==> src/rtl/saradc_pkg.sv <==
// Shared types for the SAR ADC sequencer: FSM state encoding and the
// per-bit switch levels that the CDAC rests at while idle.
package saradc_pkg;

  typedef enum logic [2:0] {
    ST_IDLE    = 3'd0,
    ST_SAMPLE  = 3'd1,
    ST_HOLD    = 3'd2,
    ST_SETTLE  = 3'd3,
    ST_COMPARE = 3'd4,
    ST_FINISH  = 3'd5,
    ST_BRK     = 3'd6
  } sar_state_t;

  // Idle CDAC pattern, replicated across every bit by the users.
  localparam logic IDLE_CRI = 1'b0;
  localparam logic IDLE_CRH = 1'b0;
  localparam logic IDLE_CRL = 1'b1;

endpackage

==> src/rtl/saradc_sar_reg.sv <==
// Successive-approximation register: bit pointer, decision bits and the
// next-cycle CRH trial pattern (CRL is its complement while converting).
module saradc_sar_reg
  import saradc_pkg::*;
#(
  parameter int NBITS = 8
) (
  input  logic             clk_i,
  input  logic             rstb_i,
  input  logic             init_i,
  input  logic             step_i,
  input  logic             comp_i,
  output logic             last_o,
  output logic [NBITS-1:0] crh_o,
  output logic [NBITS-1:0] code_o
);

  localparam int KW = (NBITS > 1) ? $clog2(NBITS) : 1;
  localparam logic [NBITS-1:0] ONE = NBITS'(1);

  logic [KW-1:0]    k_q, k_d;
  logic [NBITS-1:0] dec_q, dec_d;

  // Pointer/decision update: init re-arms for the MSB, step records COMP at k.
  always_comb begin
    k_d   = k_q;
    dec_d = dec_q;
    if (init_i) begin
      k_d   = KW'(NBITS - 1);
      dec_d = '0;
    end else if (step_i) begin
      dec_d[k_q] = comp_i;
      if (k_q != '0) begin
        k_d = k_q - KW'(1);
      end else begin
        k_d = k_q;
      end
    end else begin
      k_d = k_q;
    end
  end

  // Pointer and decision state.
  always_ff @(posedge clk_i or negedge rstb_i) begin
    if (!rstb_i) begin
      k_q   <= KW'(NBITS - 1);
      dec_q <= '0;
    end else begin
      k_q   <= k_d;
      dec_q <= dec_d;
    end
  end

  // Decided bits plus the trial bit; undecided bits below k stay on VREFL.
  assign crh_o  = dec_d | (ONE << k_d);
  assign code_o = dec_d;
  assign last_o = (k_q == '0);

endmodule

==> src/rtl/saradc_sar_ctrl.sv <==
// SAR ADC conversion sequencer: sample, hold, per-bit settle/compare and
// result hand-off, driving the CDAC switches and comparator strobe.
module saradc_sar_ctrl
  import saradc_pkg::*;
#(
  parameter int NBITS   = 8,
  parameter int NSAMPLE = 2,
  parameter int NSETTLE = 1
) (
  input  logic             clk_i,
  input  logic             rstb_i,
  input  logic             start_i,
  input  logic             abort_i,
  input  logic             comp_i,
  output logic             comp_en_o,
  output logic             vsh_o,
  output logic [NBITS-1:0] cri_o,
  output logic [NBITS-1:0] crib_o,
  output logic [NBITS-1:0] crh_o,
  output logic [NBITS-1:0] crhb_o,
  output logic [NBITS-1:0] crl_o,
  output logic [NBITS-1:0] crlb_o,
  output logic [NBITS-1:0] dout_o,
  output logic             busy_o,
  output logic             done_o
);

  localparam int CW = 16;

  sar_state_t       state_q, state_d;
  logic [CW-1:0]    cnt_q, cnt_d;
  logic [NBITS-1:0] cri_q, cri_d, crh_q, crh_d, crl_q, crl_d;
  logic [NBITS-1:0] crib_q, crhb_q, crlb_q;
  logic [NBITS-1:0] dout_q, dout_d;
  logic             vsh_q, vsh_d, comp_en_q, comp_en_d;
  logic             busy_q, busy_d, done_q, done_d;
  logic             sar_init_s, sar_step_s, sar_last_s;
  logic [NBITS-1:0] sar_crh_s, sar_code_s;

  saradc_sar_reg #(.NBITS(NBITS)) u_sar_reg (
    .clk_i  (clk_i),
    .rstb_i (rstb_i),
    .init_i (sar_init_s),
    .step_i (sar_step_s),
    .comp_i (comp_i),
    .last_o (sar_last_s),
    .crh_o  (sar_crh_s),
    .code_o (sar_code_s)
  );

  // Next-state logic; abort overrides everything outside IDLE and drops any pending decision.
  always_comb begin
    state_d    = state_q;
    sar_init_s = 1'b1;
    sar_step_s = 1'b0;
    case (state_q)
      ST_IDLE: begin
        if (start_i) state_d = ST_SAMPLE;
        else         state_d = ST_IDLE;
      end
      ST_SAMPLE: begin
        if (cnt_q == CW'(NSAMPLE - 1)) state_d = ST_HOLD;
        else                           state_d = ST_SAMPLE;
      end
      ST_HOLD: state_d = ST_SETTLE;
      ST_SETTLE: begin
        sar_init_s = 1'b0;
        if (cnt_q == CW'(NSETTLE - 1)) state_d = ST_COMPARE;
        else                           state_d = ST_SETTLE;
      end
      ST_COMPARE: begin
        sar_init_s = 1'b0;
        sar_step_s = 1'b1;
        if (sar_last_s) state_d = ST_FINISH;
        else            state_d = ST_SETTLE;
      end
      ST_FINISH: begin
        if (start_i) state_d = ST_SAMPLE;
        else         state_d = ST_IDLE;
      end
      ST_BRK:  state_d = ST_IDLE;
      default: state_d = ST_IDLE;
    endcase
    if (abort_i && (state_q != ST_IDLE)) begin
      state_d    = ST_BRK;
      sar_init_s = 1'b1;
      sar_step_s = 1'b0;
    end else begin
      sar_init_s = sar_init_s;
    end
  end

  // Output values for the state being entered, so every output is a plain register.
  always_comb begin
    cri_d     = '0;
    crh_d     = '0;
    crl_d     = '0;
    vsh_d     = 1'b0;
    comp_en_d = 1'b0;
    busy_d    = 1'b0;
    done_d    = 1'b0;
    dout_d    = dout_q;
    cnt_d     = (state_d == state_q) ? (cnt_q + CW'(1)) : '0;
    case (state_d)
      ST_IDLE: begin
        cri_d = {NBITS{IDLE_CRI}};
        crh_d = {NBITS{IDLE_CRH}};
        crl_d = {NBITS{IDLE_CRL}};
      end
      ST_SAMPLE: begin
        cri_d  = '1;
        vsh_d  = 1'b1;
        busy_d = 1'b1;
      end
      ST_HOLD: busy_d = 1'b1;
      ST_SETTLE: begin
        crh_d  = sar_crh_s;
        crl_d  = ~sar_crh_s;
        busy_d = 1'b1;
      end
      ST_COMPARE: begin
        crh_d     = sar_crh_s;
        crl_d     = ~sar_crh_s;
        comp_en_d = 1'b1;
        busy_d    = 1'b1;
      end
      ST_FINISH: begin
        done_d = 1'b1;
        dout_d = sar_code_s;
      end
      ST_BRK: busy_d = 1'b0;
      default: begin
        cri_d = {NBITS{IDLE_CRI}};
        crh_d = {NBITS{IDLE_CRH}};
        crl_d = {NBITS{IDLE_CRL}};
      end
    endcase
  end

  // FSM state, counter and all output registers.
  always_ff @(posedge clk_i or negedge rstb_i) begin
    if (!rstb_i) begin
      state_q   <= ST_IDLE;
      cnt_q     <= '0;
      cri_q     <= {NBITS{IDLE_CRI}};
      crh_q     <= {NBITS{IDLE_CRH}};
      crl_q     <= {NBITS{IDLE_CRL}};
      crib_q    <= ~{NBITS{IDLE_CRI}};
      crhb_q    <= ~{NBITS{IDLE_CRH}};
      crlb_q    <= ~{NBITS{IDLE_CRL}};
      vsh_q     <= 1'b0;
      comp_en_q <= 1'b0;
      busy_q    <= 1'b0;
      done_q    <= 1'b0;
      dout_q    <= '0;
    end else begin
      state_q   <= state_d;
      cnt_q     <= cnt_d;
      cri_q     <= cri_d;
      crh_q     <= crh_d;
      crl_q     <= crl_d;
      crib_q    <= ~cri_d;
      crhb_q    <= ~crh_d;
      crlb_q    <= ~crl_d;
      vsh_q     <= vsh_d;
      comp_en_q <= comp_en_d;
      busy_q    <= busy_d;
      done_q    <= done_d;
      dout_q    <= dout_d;
    end
  end

  assign cri_o     = cri_q;
  assign crib_o    = crib_q;
  assign crh_o     = crh_q;
  assign crhb_o    = crhb_q;
  assign crl_o     = crl_q;
  assign crlb_o    = crlb_q;
  assign vsh_o     = vsh_q;
  assign comp_en_o = comp_en_q;
  assign busy_o    = busy_q;
  assign done_o    = done_q;
  assign dout_o    = dout_q;

endmodule

==> config.mk <==
export PLATFORM = sky130hd
export DESIGN_NAME = saradc_sar_ctrl
export DESIGN_NICKNAME = d
export VERILOG_FILES = /design/src/rtl/saradc_pkg.sv /design/src/rtl/saradc_sar_reg.sv /design/src/rtl/saradc_sar_ctrl.sv
export SDC_FILE = /design/constraint.sdc
export NUM_CORES = 1
export LEC_CHECK = 0
export CAP_MARGIN = 20
export CORE_ASPECT_RATIO = 1.2
export CORE_UTILIZATION = 40
export DETAILED_ROUTE_END_ITERATION = 12
export PLACE_DENSITY = 0.72
export SETUP_SLACK_MARGIN = 0.3
export SYNTH_ARGS = -nofsm -noshare
export SYNTH_HDL_FRONTEND = slang
export SYNTH_SLANG_ARGS = --single-unit
==> constraint.sdc <==
create_clock -name clk_i -period 3.1 [get_ports clk_i]
set_clock_uncertainty 0.2 [all_clocks]
set_input_delay 0.31 -clock clk_i [delete_from_list [all_inputs] [get_ports clk_i]]
set_output_delay 0.31 -clock clk_i [all_outputs]
set_load 0.005 [all_outputs]
# Yosys cells after proc, flatten, opt, wreduce, memory -nomap -nowiden
# Index checks and enable logic that the tools add are counted.
[classes] add_sub_neg=2 magnitude_cmp=2 eq_ne=13 shift=1 muxes=26 bitwise=5 n_reduce_logical=12
[ops] cell="$mux 8" count=4
[ops] cell="$not 8->8" count=4
[ops] cell="$mux 3" count=6
[ops] cell="$add 16x1->16 const B" count=1
[ops] cell="$eq 16x1->1 const B" count=1
[ops] cell="$logic_not 16->1" count=1
[ops] cell="$mux 16" count=1
[ops] cell="$pmux 8 s2" count=1
[ops] cell="$eq 3x3->1 const B" count=5
[ops] cell="$pmux 3 s5" count=1
[ops] cell="$eq 3x2->1 const B" count=4
[ops] cell="$mux 1" count=10
[ops] cell="$bwmux 8" count=1
[ops] cell="$or 8x8->8" count=1
[ops] cell="$reduce_or 4->1" count=2
[ops] cell="$shl 1x3->8 const A" count=1
[ops] cell="$eq 3x1->1 const B" count=2
[ops] cell="$logic_not 3->1" count=2
[ops] cell="$reduce_bool 3->1" count=2
[ops] cell="$reduce_or 2->1" count=3
[ops] cell="$lt 3x4->1 const B" count=1
[ops] cell="$demux 1 s3" count=1
[ops] cell="$eq 3x3->1" count=1
[ops] cell="$ge 3x1->1 const B" count=1
[ops] cell="other kinds (3)" count=4
[totals] ff_bits=90 inputBits=5 output_inout_bits=60 word_cells=76

# Logic depth before layout (Yosys ltp)
# Gate-level depths: netlist (run 1).
[logic_depth] ltp_word=11 depth_mapped=13 mapped_depth_nobuf=11

# Hierarchy
# Synthesis (run 1) repeated with hierarchy kept, for this count alone.
[unflattened] cells_unflattened=332 hier_area_um2=3570.9
[by_module_without_submodules] mod="saradc_sar_ctrl" instances=1 cells_each=249 area_each_um2=2786.4 seq_area_each_um2=1622.8
[by_module_without_submodules] mod="saradc_sar_reg" instances=1 cells_each=83 area_each_um2=784.5 seq_area_each_um2=279.0

# Least setup slack after synthesis (run 1)
# OpenSTA, ideal clock, no wires.
[synth_path] path_kind="reg2reg" start="register u_sar_reg.k_q[1]" end="register crlb_q[0], in the netlist crlb_o[0]" setup_time_ns=0.129 t_arrival_ns=2.571 t_required_ns=2.771 path_slack_ns=0.200 stages_incl_launch_ff=14 path_buffers=3 period_less_slack_ns=2.900 path_cell_list="dfstp_2 -> clkbuf_1 -> inv_1 -> ha_1 -> nor3b_1 -> o21ai_0 -> a31o_2 -> inv_1 -> ha_1 -> mux2i_1 -> and2_1 -> buf_6 -> buf_6 -> a21oi_1"
[synth_between] elab_chain_len=11 elab_cells_between_ends=30 cone_classes="add/sub (1); order compare (2); eq/ne (6); shift (1); mux (12); bitwise (3); reduce/logical (5)"
[synth_lines] item="from (decl)" line="saradc_sar_reg.sv:21" rtl="logic [KW-1:0] k_q, k_d;"
[synth_lines] item="from (signal assigned)" line="saradc_sar_reg.sv:46" rtl="k_q <= KW'(NBITS - 1);"
[synth_lines] item="from (signal assigned)" line="saradc_sar_reg.sv:49" rtl="k_q <= k_d;"
[synth_lines] item="$lt 3x4->1 (not written as such) / $ge 3x1->1 (equally long branches)" line="saradc_sar_reg.sv:32" rtl="dec_d[k_q] = comp_i;"
[synth_lines] item="$logic_and 1x1->1 (not written as such)" line="saradc_sar_reg.sv:32"
[synth_lines] item="$mux 1 (not written as such)" line="saradc_sar_reg.sv:32"
[synth_lines] item="$demux 1 s3"
[synth_lines] item="$bwmux 8" line="saradc_sar_reg.sv:32"
[synth_lines] item="$mux 8" line="saradc_sar_reg.sv:31" rtl="end else if (step_i) begin"
[synth_lines] item="$mux 8" line="saradc_sar_reg.sv:28" rtl="if (init_i) begin"
[synth_lines] item="$or 8x8->8" line="saradc_sar_reg.sv:55" rtl="assign crh_o = dec_d | (ONE << k_d);"
[synth_lines] item="$not 8->8" line="saradc_sar_ctrl.sv:118, saradc_sar_ctrl.sv:123"
[synth_lines] item="$pmux 8 s2 (*)" line="saradc_sar_ctrl.sv:104" rtl="case (state_d)"
[synth_lines] item="$not 8->8 (*)" line="saradc_sar_ctrl.sv:164" rtl="crlb_q <= ~crl_d;"
[synth_lines] item="to (signal assigned)" line="saradc_sar_ctrl.sv:150" rtl="crlb_q <= ~{NBITS{IDLE_CRL}};"
[synth_lines] item="to (signal assigned)" line="saradc_sar_ctrl.sv:164"
[synth_lines] item="to (decl)" line="saradc_sar_ctrl.sv:33" rtl="logic [NBITS-1:0] crib_q, crhb_q, crlb_q;"
# Mark *: on every way between the ends. The rest lies on a longest branch, timed or not.
# A chain may end at the register's enable or synchronous reset.

# Worst setup path in the final report (run 1)
[layout_path] start="register cnt_q[12]" end="register dout_q[1], in the netlist dout_o[1]"
[layout_between] elab_chain_len=5 elab_cells_between_ends=7 cone_classes="eq/ne (2); mux (4); reduce/logical (1)"
[layout_lines] item="from (decl)" line="saradc_sar_ctrl.sv:31" rtl="logic [CW-1:0] cnt_q, cnt_d;"
[layout_lines] item="from (signal assigned)" line="saradc_sar_ctrl.sv:158" rtl="cnt_q <= cnt_d;"
[layout_lines] item="$eq 16x1->1 / $logic_not 16->1 (equally long branches)" line="saradc_sar_ctrl.sv:62, saradc_sar_ctrl.sv:68"
[layout_lines] item="$mux 2 / $mux 3 (equally long branches)" line="saradc_sar_ctrl.sv:62, saradc_sar_ctrl.sv:68"
[layout_lines] item="$pmux 3 s5 (*)" line="saradc_sar_ctrl.sv:56" rtl="case (state_q)"
[layout_lines] item="$mux 3 (*)" line="saradc_sar_ctrl.sv:84" rtl="if (abort_i && (state_q != ST_IDLE)) begin"
[layout_lines] item="net state_d[0]" line="saradc_sar_ctrl.sv:30" rtl="sar_state_t state_q, state_d;"
[layout_lines] item="$eq 3x3->1 (*)" line="saradc_sar_ctrl.sv:104"
[layout_lines] item="to (signal assigned)" line="saradc_sar_ctrl.sv:169" rtl="dout_q <= dout_d;"
[layout_lines] item="to (decl)" line="saradc_sar_ctrl.sv:34" rtl="logic [NBITS-1:0] dout_q, dout_d;"
# Mark *: on every way through the listed nets, which the timed path passes. The rest lies on a longest branch.

==> summary.txt, run 1 <==
Layout
  – Synth-to-layout area growth: 30.8%
  – Share of cells above drive strength 1: 27.0%
  – Final #Nets: 409
  – Fill cell count: 735
  – # diodes: 0
  – Non-Filler Instances: 517

Yosys
  – Mapped Area: 3620 um^2
  – Ys Warns: 0
  – Fraction of registers with async set or reset after synthesis: 100%
  – Compound-gate portion of the synthesized area: 11.4%
  – Top cells by area, synth: dfrtp_1, dfstp_2, nor2_1
  – Prevailing post-synth register cell: dfrtp_1
  – Synth Register Bits: 75
  – Dominant cell type by area after synthesis: dfrtp_1
  – Mapped Nets: 345
  – Post-Synth Adder-Cell Area: 3.11%
  – Share of the synthesized area in the top cell type: 38.0%
  – Sequential-to-total area share from yosys stat: 52.5%
  – Fraction of the mapped netlist area in simple logic gates: 18.1%
  – Largest family of logic cells by synthesized area: simple AND/OR/NAND/NOR gates
  – Post-Syn Area per Cell: 10.9 um^2
  – Number of flops mapped to enable cells by yosys: 0
  – Synthesized instance count: 331
  – Mux cell area share after synthesis: 4.70%
  – Post-synthesis cell type count: 58
  – Post-Synth XOR/XNOR Area: 3.39%

Timing
  – Tightest Pin Transition: 924 ps
  – Final Max Slew Viols: 0
  – Worst setup margin: 309 ps
  – Max Freq: 358 MHz
  – Final setup violation count: 0
  – RSZ-0062 raised after global routing: true
  – Final TNS setup: 0 ps
  – Final period utilization: 90.0%
  – Slew margin rel.: 38.4%
  – Final hold violations: 0
  – Tmin final: 2790 ps

Min path
  – Hold endpoint: dout_o[0]
  – Min-Delay Startpoint: dout_o[0]
  – Hold WC Path Type: flip-flop to flip-flop
  – Hold Crit Depth: 1

Clocking
  – Worst-path clk slew: 90 ps
  – CTS root buffer: clkbuf_8
  – Clock buffers created by TritonCTS: 9
  – Max clock buf depth: 2
  – Clk_lat worst skew: 350 ps
  – Sink Count: 75
  – Number of H-tree levels: 3
  – TritonCTS clock tree: done

Placement
  – Placed cell count: 489
  – Pre-CTS WS: 152 ps
  – Port Buffer Count: 64
  – Gpl congestion: 0.810
  – DP HPWL: 5230 um

Global route
  – Total GRT Usage: 17.6%
  – Largest net degree at the start of global routing: 76
  – Initial antenna violation count: 0
  – Number of global-route vias before repair: 2,571
  – Overflow after GRT: 0
  – First-pass GRT wire length: 12,400 um

Route
  – Final WL: 8000 um
  – DR WL/cell: 15.5 um
  – Vias per Instance: 5.04
  – Total vias in the final route: 2,606
  – Detail Route Antenna Nets: 0
  – TritonRoute pass-1 iters: 4
  – Residual DRC count: 0
  – Number of DRC markers in iteration 0: 195

Floorplanning
  – Core footprint: 8660 um^2
  – Die Ht: 106 um
  – Die X: 88.8 um
  – Row count: 37
  – Top-level I/O count: 65
  – Die area: 9440 um^2
  – Starting Density: 41.8%

Worst setup path
  – Family with the most delay on the worst path: simple AND/OR/NAND/NOR gates
  – CP Cell Sequence: nor4_4, and3_4, nand3_4, a31oi_4, o221ai_2, a22o_1, ha_1, nand2_4, mux2_2
  – Reg2Reg Launch Point: cnt_q[12]
  – Type of origin of the critical path: flip-flop
  – Setup CP Type: flip-flop to flip-flop
  – Slowest cell on crit path: dfrtp_2
  – Critical Path AT: 2830 ps
  – Critical path fanouts, max: 9
  – R2R Setup Slk: 310 ps
  – Critical path endpoint category: flip-flop
  – Reg-to-reg endpoint: dout_o[1]
  – Required time of the worst setup path: 3140 ps
  – Worst Path Buf+Inv: 0
  – Worst R2R Path Depth: 9
  – Critical Path Max Stage Delay: 440 ps

Power and ir drop
  – PwrDens: 810 nW/um^2
  – Total power: 3.84 mW
  – Max VDD drop: 0.000871 V
  – P_leak: 2.05 nW

Job
  – Total of max-cap violations: 0

Run status
  – Status: finished clean
[through the flow]
step / util, % / cell area, um^2 / hold WS (ps)
floorplan: - / 3620 / -186
global placement: 49.4 / 4280 / 302
detailed placement: 49.4 / 4280 / 302
CTS: 53.0 / 4590 / 319
global route: 54.7 / 4740 / 346
finish: 54.7 / 4740 / 313
[cell usage after synthesis, types with 2 or more instances]
library cell  count
xnor2_1           6
a21o_1           10
mux2i_1           8
mux2_2            8
buf_6             2
a31o_2            2
clkbuf_1          6
inv_1            14
nand4_1           2
nand2_1          14
nor2b_1           3
nor4_2            2
a21oi_2          12
and2_1            3
ha_1              9
buf_4            15
dfstp_2          20
nand3_1          18
buf_2             5
dfrtp_1          55
o21ai_0           5
or2_1             8
and3_1            5
a21oi_1          10
xor2_1            8
nor3_1            7
nor2_1           43
[placed cells by master (no fill, tap or decap), drive strengths merged, types with 9 or more instances in the layout]
cell           netlist  routed
or2                  9       9
ha                   9       9
a21o                10      10
clkbuf               6      14
nand2               14      14
inv                 15      16
a21oi               22      22
dfrtp               55      55
nor2                43      43
nand3               19      19
clkdlybuf4s50        0      63
dfstp               20      20
buf                 23      17
[metal layers]
layer,GRT usage (%),vias to the layer above,routed length (um)
met5,0,-,0
met4,7.37,0,156
met3,6.13,14,466
met2,26.8,85,4000
met1,22.5,1274,3370
li1,-,1233,-
[final cells by class]
| cell class | instances | area (um^2) | share of cell area [%] |
|---|---|---|---|
| timing repair buffer | 82 | 810 | 17.1 |
| sequential | 75 | 1910 | 40.2 |
| tap | 117 | 146 | 3.09 |
| clock buffer | 13 | 169 | 3.57 |
| inverter | 15 | 56.3 | 1.19 |
| clock inverter | 3 | 68.8 | 1.45 |
| multi-input combinational | 212 | 1580 | 33.4 |
[timing repair]
action	CTS	global route
setup endpoints to repair	25	40
setup buffers	4	6
resized for setup	8	17
pin swaps	3	12
endpoints found under the hold margin	55	0
cloned	0	1
hold buffers	1	0
[power by group]
group / total, mW / leakage, nW / switching [mW] / internal, mW
sequential: 1.31 / 0.943 / 0.102 / 1.21
combinational: 1.65 / 0.990 / 0.785 / 0.862
clock: 0.882 / 0.120 / 0.359 / 0.523
[state kept, by name, indices dropped and copies added (netlist names), 3 cells and up]
name,flops
cnt_q,16
crh_o,8
crhb_o,8
crl_o,8
crlb_o,8
dout_o,8
state_q,3
u_sar_reg.dec_q,8
u_sar_reg.k_q,3
[worst max-delay path by stage]
stage | start | to | slack, ps | cells after the start
after floorplan | cnt_q[6] | crlb_o[0] | 300 | 12
after CTS | cnt_q[7] | dout_o[1] | 290 | 9
after global routing | cnt_q[7] | crlb_o[3] | 220 | 12
after global placement | cnt_q[10] | dout_o[4] | 240 | 9
after detailed placement | cnt_q[10] | dout_o[1] | 150 | 9
final | cnt_q[12] | dout_o[1] | 310 | 9
[logic make-up after synthesis]
kind of cell	count (synthesis)
AOI/OAI and AO/OA	53
xor gates and xnor gates	14
adders and majority gates	9
buffers and inverters	44
DFF	75
muxes	16
and+or+nand+nor	120
(Power assumes the default switching activity.)
==> inputs of run 2 (changes only) <==
ABC_AREA = 1   (was not set)
CAP_MARGIN = not set   (was 20)
==> summary.txt, run 2 <==
Run status
  – Status: finished clean

Yosys
  – Fraction of registers with async set or reset after synthesis: 100% (unchanged)
  – Top cells by area, synth: dfrtp_1, dfstp_2, nand2_1
  – Dominant cell type by area after synthesis: dfrtp_1
  – Most frequent cells after synthesis: nand2_1, dfrtp_1, inv_1
  – Number of flops mapped to enable cells by yosys: 0 (unchanged)
  – Ys Warns: 0 (unchanged)
  – Sequential-to-total area share from yosys stat: 52.2% (-0.34 points)
  – Mapped Nets: 409 (+19%)
  – Share of the synthesized area in the top cell type: 37.8% (-0.25 points)
  – Synth Register Bits: 75 (unchanged)
  – Top-count cell post-synth: nand2_1
  – Post-Syn Area per Cell: 9.22 um^2 (-16%)
  – Post-synthesis cell type count: 30 (-48%)
  – Mapped Area: 3640 um^2 (+0.66%)
  – Prevailing post-synth register cell: dfrtp_1
  – Synthesized instance count: 395 (+19%)

Floorplanning
  – Core footprint: 8700 um^2 (+0.53%)
  – Die area: 9500 um^2 (+0.65%)
  – Top-level I/O count: 65 (unchanged)
  – Starting Density: 41.9% (+0.051 points)
  – Die Ht: 107 um (+0.32%)
  – Row count: 37 (unchanged)
  – Die X: 89.1 um (+0.32%)

Route
  – DR WL/cell: 12.9 um (-17%)
  – Total vias in the final route: 2,709 (+4.0%)
  – Final WL: 7420 um (-7.3%)
  – Residual DRC count: 0 (unchanged)
  – TritonRoute pass-1 iters: 4 (unchanged)
  – Vias per Instance: 4.70 (-6.7%)
  – Detail Route Antenna Nets: 0 (unchanged)
  – Number of DRC markers in iteration 0: 121 (-38%)

Global route
  – Initial antenna violation count: 0 (unchanged)
  – Overflow after GRT: 0 (unchanged)
  – Largest net degree at the start of global routing: 35 (-54%)
  – First-pass GRT wire length: 12,500 um (+0.55%)
  – Number of global-route vias before repair: 2,759 (+7.3%)
  – Total GRT Usage: 17.4% (-0.19 points)

Worst setup path
  – Family with the most delay on the worst path: simple AND/OR/NAND/NOR gates
  – Worst R2R Path Depth: 14 (+5)
  – Critical path endpoint category: flip-flop
  – Required time of the worst setup path: 3170 ps (+30 ps)
  – Worst Path Buf+Inv: 4 (+4)
  – Setup CP Type: flip-flop to flip-flop
  – R2R Setup Slk: 530 ps (+220 ps)
  – Critical Path AT: 2640 ps (-190 ps)
  – Reg-to-reg endpoint: crl_o[7]
  – Type of origin of the critical path: flip-flop
  – CP most frequent cell: nand2_1
  – Critical Path Max Stage Delay: 580 ps (+140 ps)
  – Reg2Reg Launch Point: u_sar_reg.k_q[0]
  – Slowest cell on crit path: dfstp_2
  – CP Cell Sequence: inv_1, ha_1, nand2_1, nand2_1, nand2_1, inv_1, nand3_2, inv_1, ha_1, nand2_1, nand2_4, inv_2, nand2_2, o21ai_0
  – Critical path fanouts, max: 14 (+5)

Timing
  – Slew margin rel.: 66.6% (+28 points)
  – Final setup violation count: 0 (unchanged)
  – Tightest Pin Transition: 497 ps (-428 ps)
  – Final TNS setup: 0 ps (unchanged)
  – Tmin final: 2570 ps (-223 ps)
  – Worst setup margin: 533 ps (+223 ps)
  – Final period utilization: 82.8% (-7.2 points)
  – RSZ-0062 raised after global routing: false
  – Final Max Slew Viols: 0 (unchanged)
  – Final hold violations: 0 (unchanged)
  – Max Freq: 389 MHz (+8.7%)

Clocking
  – CTS root buffer: clkbuf_8
  – Number of H-tree levels: 3 (unchanged)
  – Clock buffers created by TritonCTS: 9 (unchanged)
  – Sink Count: 75 (unchanged)
  – Worst-path clk slew: 80 ps (about the same)
  – TritonCTS clock tree: done
  – Max clock buf depth: 2 (unchanged)
  – Clk_lat worst skew: 350 ps (about the same)

Layout
  – Commonest non-fill, non-tap cell in the layout: nand2_1
  – Final #Nets: 468 (+14%)
  – Share of cells above drive strength 1: 19.8% (-7.2 points)
  – Most frequent cells in the layout: nand2_1, clkdlybuf4s50_1, dfrtp_1, inv_1, nor2_1
  – Largest register FFs: 16 (unchanged)
  – Largest Register: cnt_q
  – Synth-to-layout area growth: 23.9%
  – # diodes: 0 (unchanged)

Placement
  – Gpl congestion: 0.865 (+6.9%)
  – DP HPWL: 5610 um (+7.1%)
  – Port Buffer Count: 64 (unchanged)
  – Pre-CTS WS: 409 ps (+257 ps)

Job
  – Total of max-cap violations: 0 (unchanged)

Power and ir drop
  – P_leak: 2.24 nW (+8.9%)
  – Comb power frac: 37.8% (-5.1 points)
  – Switch share: 36.0% (+3.5 points)
  – PwrDens: 741 nW/um^2 (-8.6%)
  – Clock power share: 23.3% (+0.3 points)
  – Max VDD drop: 0.000558 V (-36%)
  – Net Switching: 1.20 mW (-3.5%)
  – Reg power frac: 38.8% (+4.7 points)
  – Internal power: 2.14 mW (-17%)

Min path
  – Hold WC Path Type: input pin to async pin
[run 2: cell count changes in the layout (fill, tap and decap cells not counted), sizes merged, moves of 8 or more]
cell / before / now
mux2i: 8 / 0
o21ai: 7 / 20
nand3: 19 / 39
nand2: 14 / 89
a21o: 10 / 0
a21oi: 22 / 3
nor2: 43 / 51
inv: 16 / 63
mux2: 8 / 0
buf: 17 / 3
[run 2: cells by family after synthesis]
kind of cell	count (synthesis)	share of synthesized area (%)
AND/OR/NAND/NOR	196	27.3
AO/OA/AOI/OAI	23	3.57
flip-flops	75	52.2
adder cells (fa/ha/maj)	9	3.09
XOR/XNOR	14	3.57
buffers and inverters	78	10.2
[run 2: layer usage]
| layer | routed length, um | GRT usage (%) | part of all wire, % | vias up |
|---|---|---|---|---|
| met5 | 0 | 0 | 0 | - |
| met4 | 224 | 9.41 | 3.0 | 0 |
| met3 | 311 | 3.03 | 4.2 | 22 |
| met2 | 3800 | 29.9 | 51 | 78 |
| li1 | - | - | - | 1322 |
| met1 | 3080 | 20.1 | 41 | 1287 |
[run 2: through the flow]
stage | power [mW] | utilization (%) | std cells | instance area (um^2) | hold slack [ps]
finish | 3.34 | 51.9 | 576 | 4510 | 194
global route | 3.57 | 51.9 | 576 | 4510 | 244
CTS | 3.35 | 51.8 | 576 | 4500 | 203
detailed placement | 2.56 | 49.3 | 559 | 4290 | 50.5
global placement | 2.51 | 49.3 | 559 | 4290 | 46.6
floorplan | 2.12 | - | 395 | 3640 | -186
[run 2: area by class of cell]
cell class	count	area (um^2)
multi-input combinational	242	1380
clock buffer	9	124
timing repair buffer	67	661
inverter	59	221
fill	798	4190
clock inverter	7	81.3
sequential	75	1900
tap	117	146
[run 2: power groups by stage]
stage          clock [mW]  sequential (mW)  combinational [mW]
2_1_floorplan           0             1.32               0.808
3_3_place_gp            0             1.32                1.20
3_5_place_dp            0             1.32                1.24
4_1_cts             0.800             1.30                1.25
5_1_grt             0.839             1.32                1.42
6_report            0.780             1.30                1.26
[run 2: worst max path at each step]
stage / from / end / slack [ps] / cells after the start
after floorplan: u_sar_reg.k_q[0] / crlb_o[0] / 810 / 14
final: u_sar_reg.k_q[0] / crl_o[7] / 530 / 14
after global placement: u_sar_reg.k_q[0] / crlb_o[0] / 580 / 13
after CTS: u_sar_reg.k_q[0] / crlb_o[5] / 390 / 13
after global routing: u_sar_reg.k_q[0] / crl_o[7] / 340 / 14
after detailed placement: u_sar_reg.k_q[0] / crlb_o[2] / 410 / 13
[run 2: timing repair]
action / CTS / global route
setup buffers: 0 / 0
resized for setup: 0 / 4
hold buffers: 1 / 0
hold endpoints to repair: 15 / 0
endpoints found under the setup margin: 0 / 18
==> inputs of run 3 (changes only) <==
PLACE_DENSITY = 0.69   (was 0.72)
clock period = 2.5 ns   (was 3.1 ns; I/O delays follow)
==> summary.txt, run 3 (synthesis results as in run 2) <==
Worst setup path
  – Critical Path Max Stage Delay: 440 ps (-140 ps)
  – Worst R2R Path Depth: 14 (unchanged)
  – Worst Setup SP: cnt_q[0]
  – Critical Path AT: 2280 ps (-360 ps)
  – Critical path endpoint category: flip-flop
  – CP Cell Sequence: inv_2, ha_4, nand2_4, nor2_4, nand3_2, nand2_2, buf_6, nand3_4, inv_4, ha_4, nand2_4, nand2_8, or2_4, nand2_1
  – Reg2Reg Launch Point: cnt_q[0]
  – Reg-to-reg endpoint: crlb_o[6]
  – R2R Setup Slk: 250 ps (-280 ps)
  – Type of origin of the critical path: flip-flop
  – Slowest cell on crit path: dfrtp_1
  – Critical path fanouts, max: 8 (-6)
  – Setup CP Type: flip-flop to flip-flop
  – Crit path capture: crlb_o[6]
  – Required time of the worst setup path: 2540 ps (-630 ps)

Layout
  – Fill cell count: 735 (-7.9%)
  – Multi-input logic area: 1710 um^2 (+24%)
  – Most frequent cells in the layout: clkdlybuf4s50_1, nand2_1, dfrtp_1, inv_1, nor2_1
  – Final instance area: 5210 um^2 (+15%)
  – Share of cells above drive strength 1: 37.2% (+17 points)
  – # diodes: 0 (unchanged)
  – Synth-to-layout area growth: 42.9%
  – Commonest non-fill, non-tap cell in the layout: clkdlybuf4s50_1
  – Largest register FFs: 16 (unchanged)
  – Final #Nets: 503 (+7.5%)
  – Largest Register: cnt_q
  – Sequential cell area: 1910 um^2 (+0.20%)

Timing
  – RSZ-0062 raised after global routing: true
  – Max Freq: 445 MHz (+14%)
  – Final TNS setup: 0 ps (unchanged)
  – Tightest Pin Transition: 673 ps (+176 ps)
  – Final setup violation count: 0 (unchanged)
  – Slew margin rel.: 55.1% (-11 points)
  – Final period utilization: 89.9% (+7.1 points)
  – Worst setup margin: 252 ps (-280 ps)
  – Final hold violations: 0 (unchanged)
  – Final Max Slew Viols: 0 (unchanged)
  – Tmin final: 2250 ps (-320 ps)

Placement
  – Port Buffer Count: 64 (unchanged)
  – DP HPWL: 5350 um (-4.5%)
  – Gpl congestion: 0.854 (-1.3%)
  – Placed Area: 4330 um^2 (+1.1%)
  – Pre-CTS WS: 83.3 ps (-326 ps)

Floorplanning
  – Die Ht: 107 um (unchanged)
  – Die area: 9500 um^2 (unchanged)
  – Row count: 37 (unchanged)
  – Core footprint: 8700 um^2 (unchanged)
  – Starting Density: 41.9% (unchanged)
  – Top-level I/O count: 65 (unchanged)
  – Die X: 89.1 um (unchanged)

Power and ir drop
  – Internal power: 3.12 mW (+46%)
  – Reg power frac: 32.7% (-6.1 points)
  – Max VDD drop: 0.000742 V (+33%)
  – Net Switching: 1.83 mW (+53%)
  – PwrDens: 952 nW/um^2 (+29%)
  – P_leak: 2.52 nW (+13%)
  – Comb power frac: 47.0% (+9.2 points)
  – Total power: 4.96 mW (+48%)
  – Clock power share: 20.3% (-3.0 points)
  – Switch share: 37.0% (+1.0 points)

Route
  – TritonRoute pass-1 iters: 4 (unchanged)
  – Total vias in the final route: 2,852 (+5.3%)
  – Final WL: 8390 um (+13%)
  – Detail Route Antenna Nets: 0 (unchanged)
  – DR WL/cell: 13.7 um (+6.7%)
  – Vias per Instance: 4.67 (-0.75%)
  – Number of DRC markers in iteration 0: 148 (+22%)
  – Residual DRC count: 0 (unchanged)

Clocking
  – Number of H-tree levels: 3 (unchanged)
  – CTS root buffer: clkbuf_8
  – Clock buffers created by TritonCTS: 9 (unchanged)
  – Clk_lat worst skew: 350 ps (about the same)
  – Max clock buf depth: 2 (unchanged)
  – TritonCTS clock tree: done
  – Worst-path clk slew: 90 ps (about the same)
  – Sink Count: 75 (unchanged)

Global route
  – First-pass GRT wire length: 13,000 um (+3.7%)
  – Number of global-route vias before repair: 2,845 (+3.1%)
  – Total GRT Usage: 17.8% (+0.42 points)
  – Initial antenna violation count: 0 (unchanged)
  – Overflow after GRT: 0 (unchanged)
  – Largest net degree at the start of global routing: 46 (+31%)

Job
  – Total of max-cap violations: 0 (unchanged)

Run status
  – Status: finished clean

Min path
  – Hold WC Path Type: flip-flop to flip-flop
-- run 3: cell count changes in the layout (fill, tap and decap cells not counted), sizes merged --
| cell | previous run | this run |
|---|---|---|
| buf | 3 | 37 |
| clkbuf | 9 | 10 |
| clkinvlp | 1 | 0 |
| inv | 63 | 64 |
-- run 3: per-layer routing --
metal / vias up / global-route usage [%] / part of all wire (%)
met2: 70 / 31.6 / 54
met5: - / 0 / 0
li1: 1385 / - / -
met3: 22 / 3.18 / 3.2
met4: 0 / 7.82 / 2.5
met1: 1375 / 20.5 / 40
-- run 3: timing repair --
item | in CTS | in global routing
hold buffers | 1 | 0
buffers inserted | 17 | 15
cloned | 0 | 1
pin swaps | 14 | 19
hold endpoints to repair | 18 | 0
endpoints found under the setup margin | 38 | 58
resized for setup | 21 | 78
-- run 3: power groups by stage --
stage	sequential (mW)	clock (mW)	combinational, mW
CTS	1.61	1.03	1.77
floorplan	1.63	0	1.00
global placement	1.62	0	1.53
detailed placement	1.63	0	1.56
global route	1.64	1.07	2.54
finish	1.62	1.01	2.33
-- run 3: how the worst min path moves through the flow --
| stage | start | end | slack, ps | depth (start not counted) |
|---|---|---|---|---|
| finish | dout_o[6] | dout_o[6] | 300 | 2 |
| global route | dout_o[6] | dout_o[6] | 320 | 2 |
| global placement | rstb_i | busy_o | 130 | 1 |
| CTS | dout_o[7] | dout_o[7] | 310 | 2 |
| floorplan | rstb_i | busy_o | -250 | 0 |
| detailed placement | rstb_i | comp_en_o | 130 | 1 |
-- run 3: critical path, delay by kind of cell (launching register included) --
kind	cells	cell delay, ps
adder cells (fa/ha/maj)	2	290
flip-flops	1	440
AND/OR/NAND/NOR	9	890
buffers and inverters	3	340
-- run 3: final cells by class --
type	count	share of cell area, %
clock buffers	9	2.38
clock inverters	7	1.73
inverters	59	4.35
multi-input cells	242	32.9
flip-flops and latches	75	36.6
well taps	117	2.81
repair buffers	102	19.2
-- run 3: per-stage QoR --
| stage | hold WS (ps) | utilization (%) | std cells |
|---|---|---|---|
| after floorplan | -246 | - | 395 |
| after global placement | 128 | 49.8 | 561 |
| after detailed placement | 129 | 49.8 | 561 |
| after CTS | 306 | 54.5 | 595 |
| after global routing | 320 | 59.8 | 611 |
| final | 303 | 59.8 | 611 |
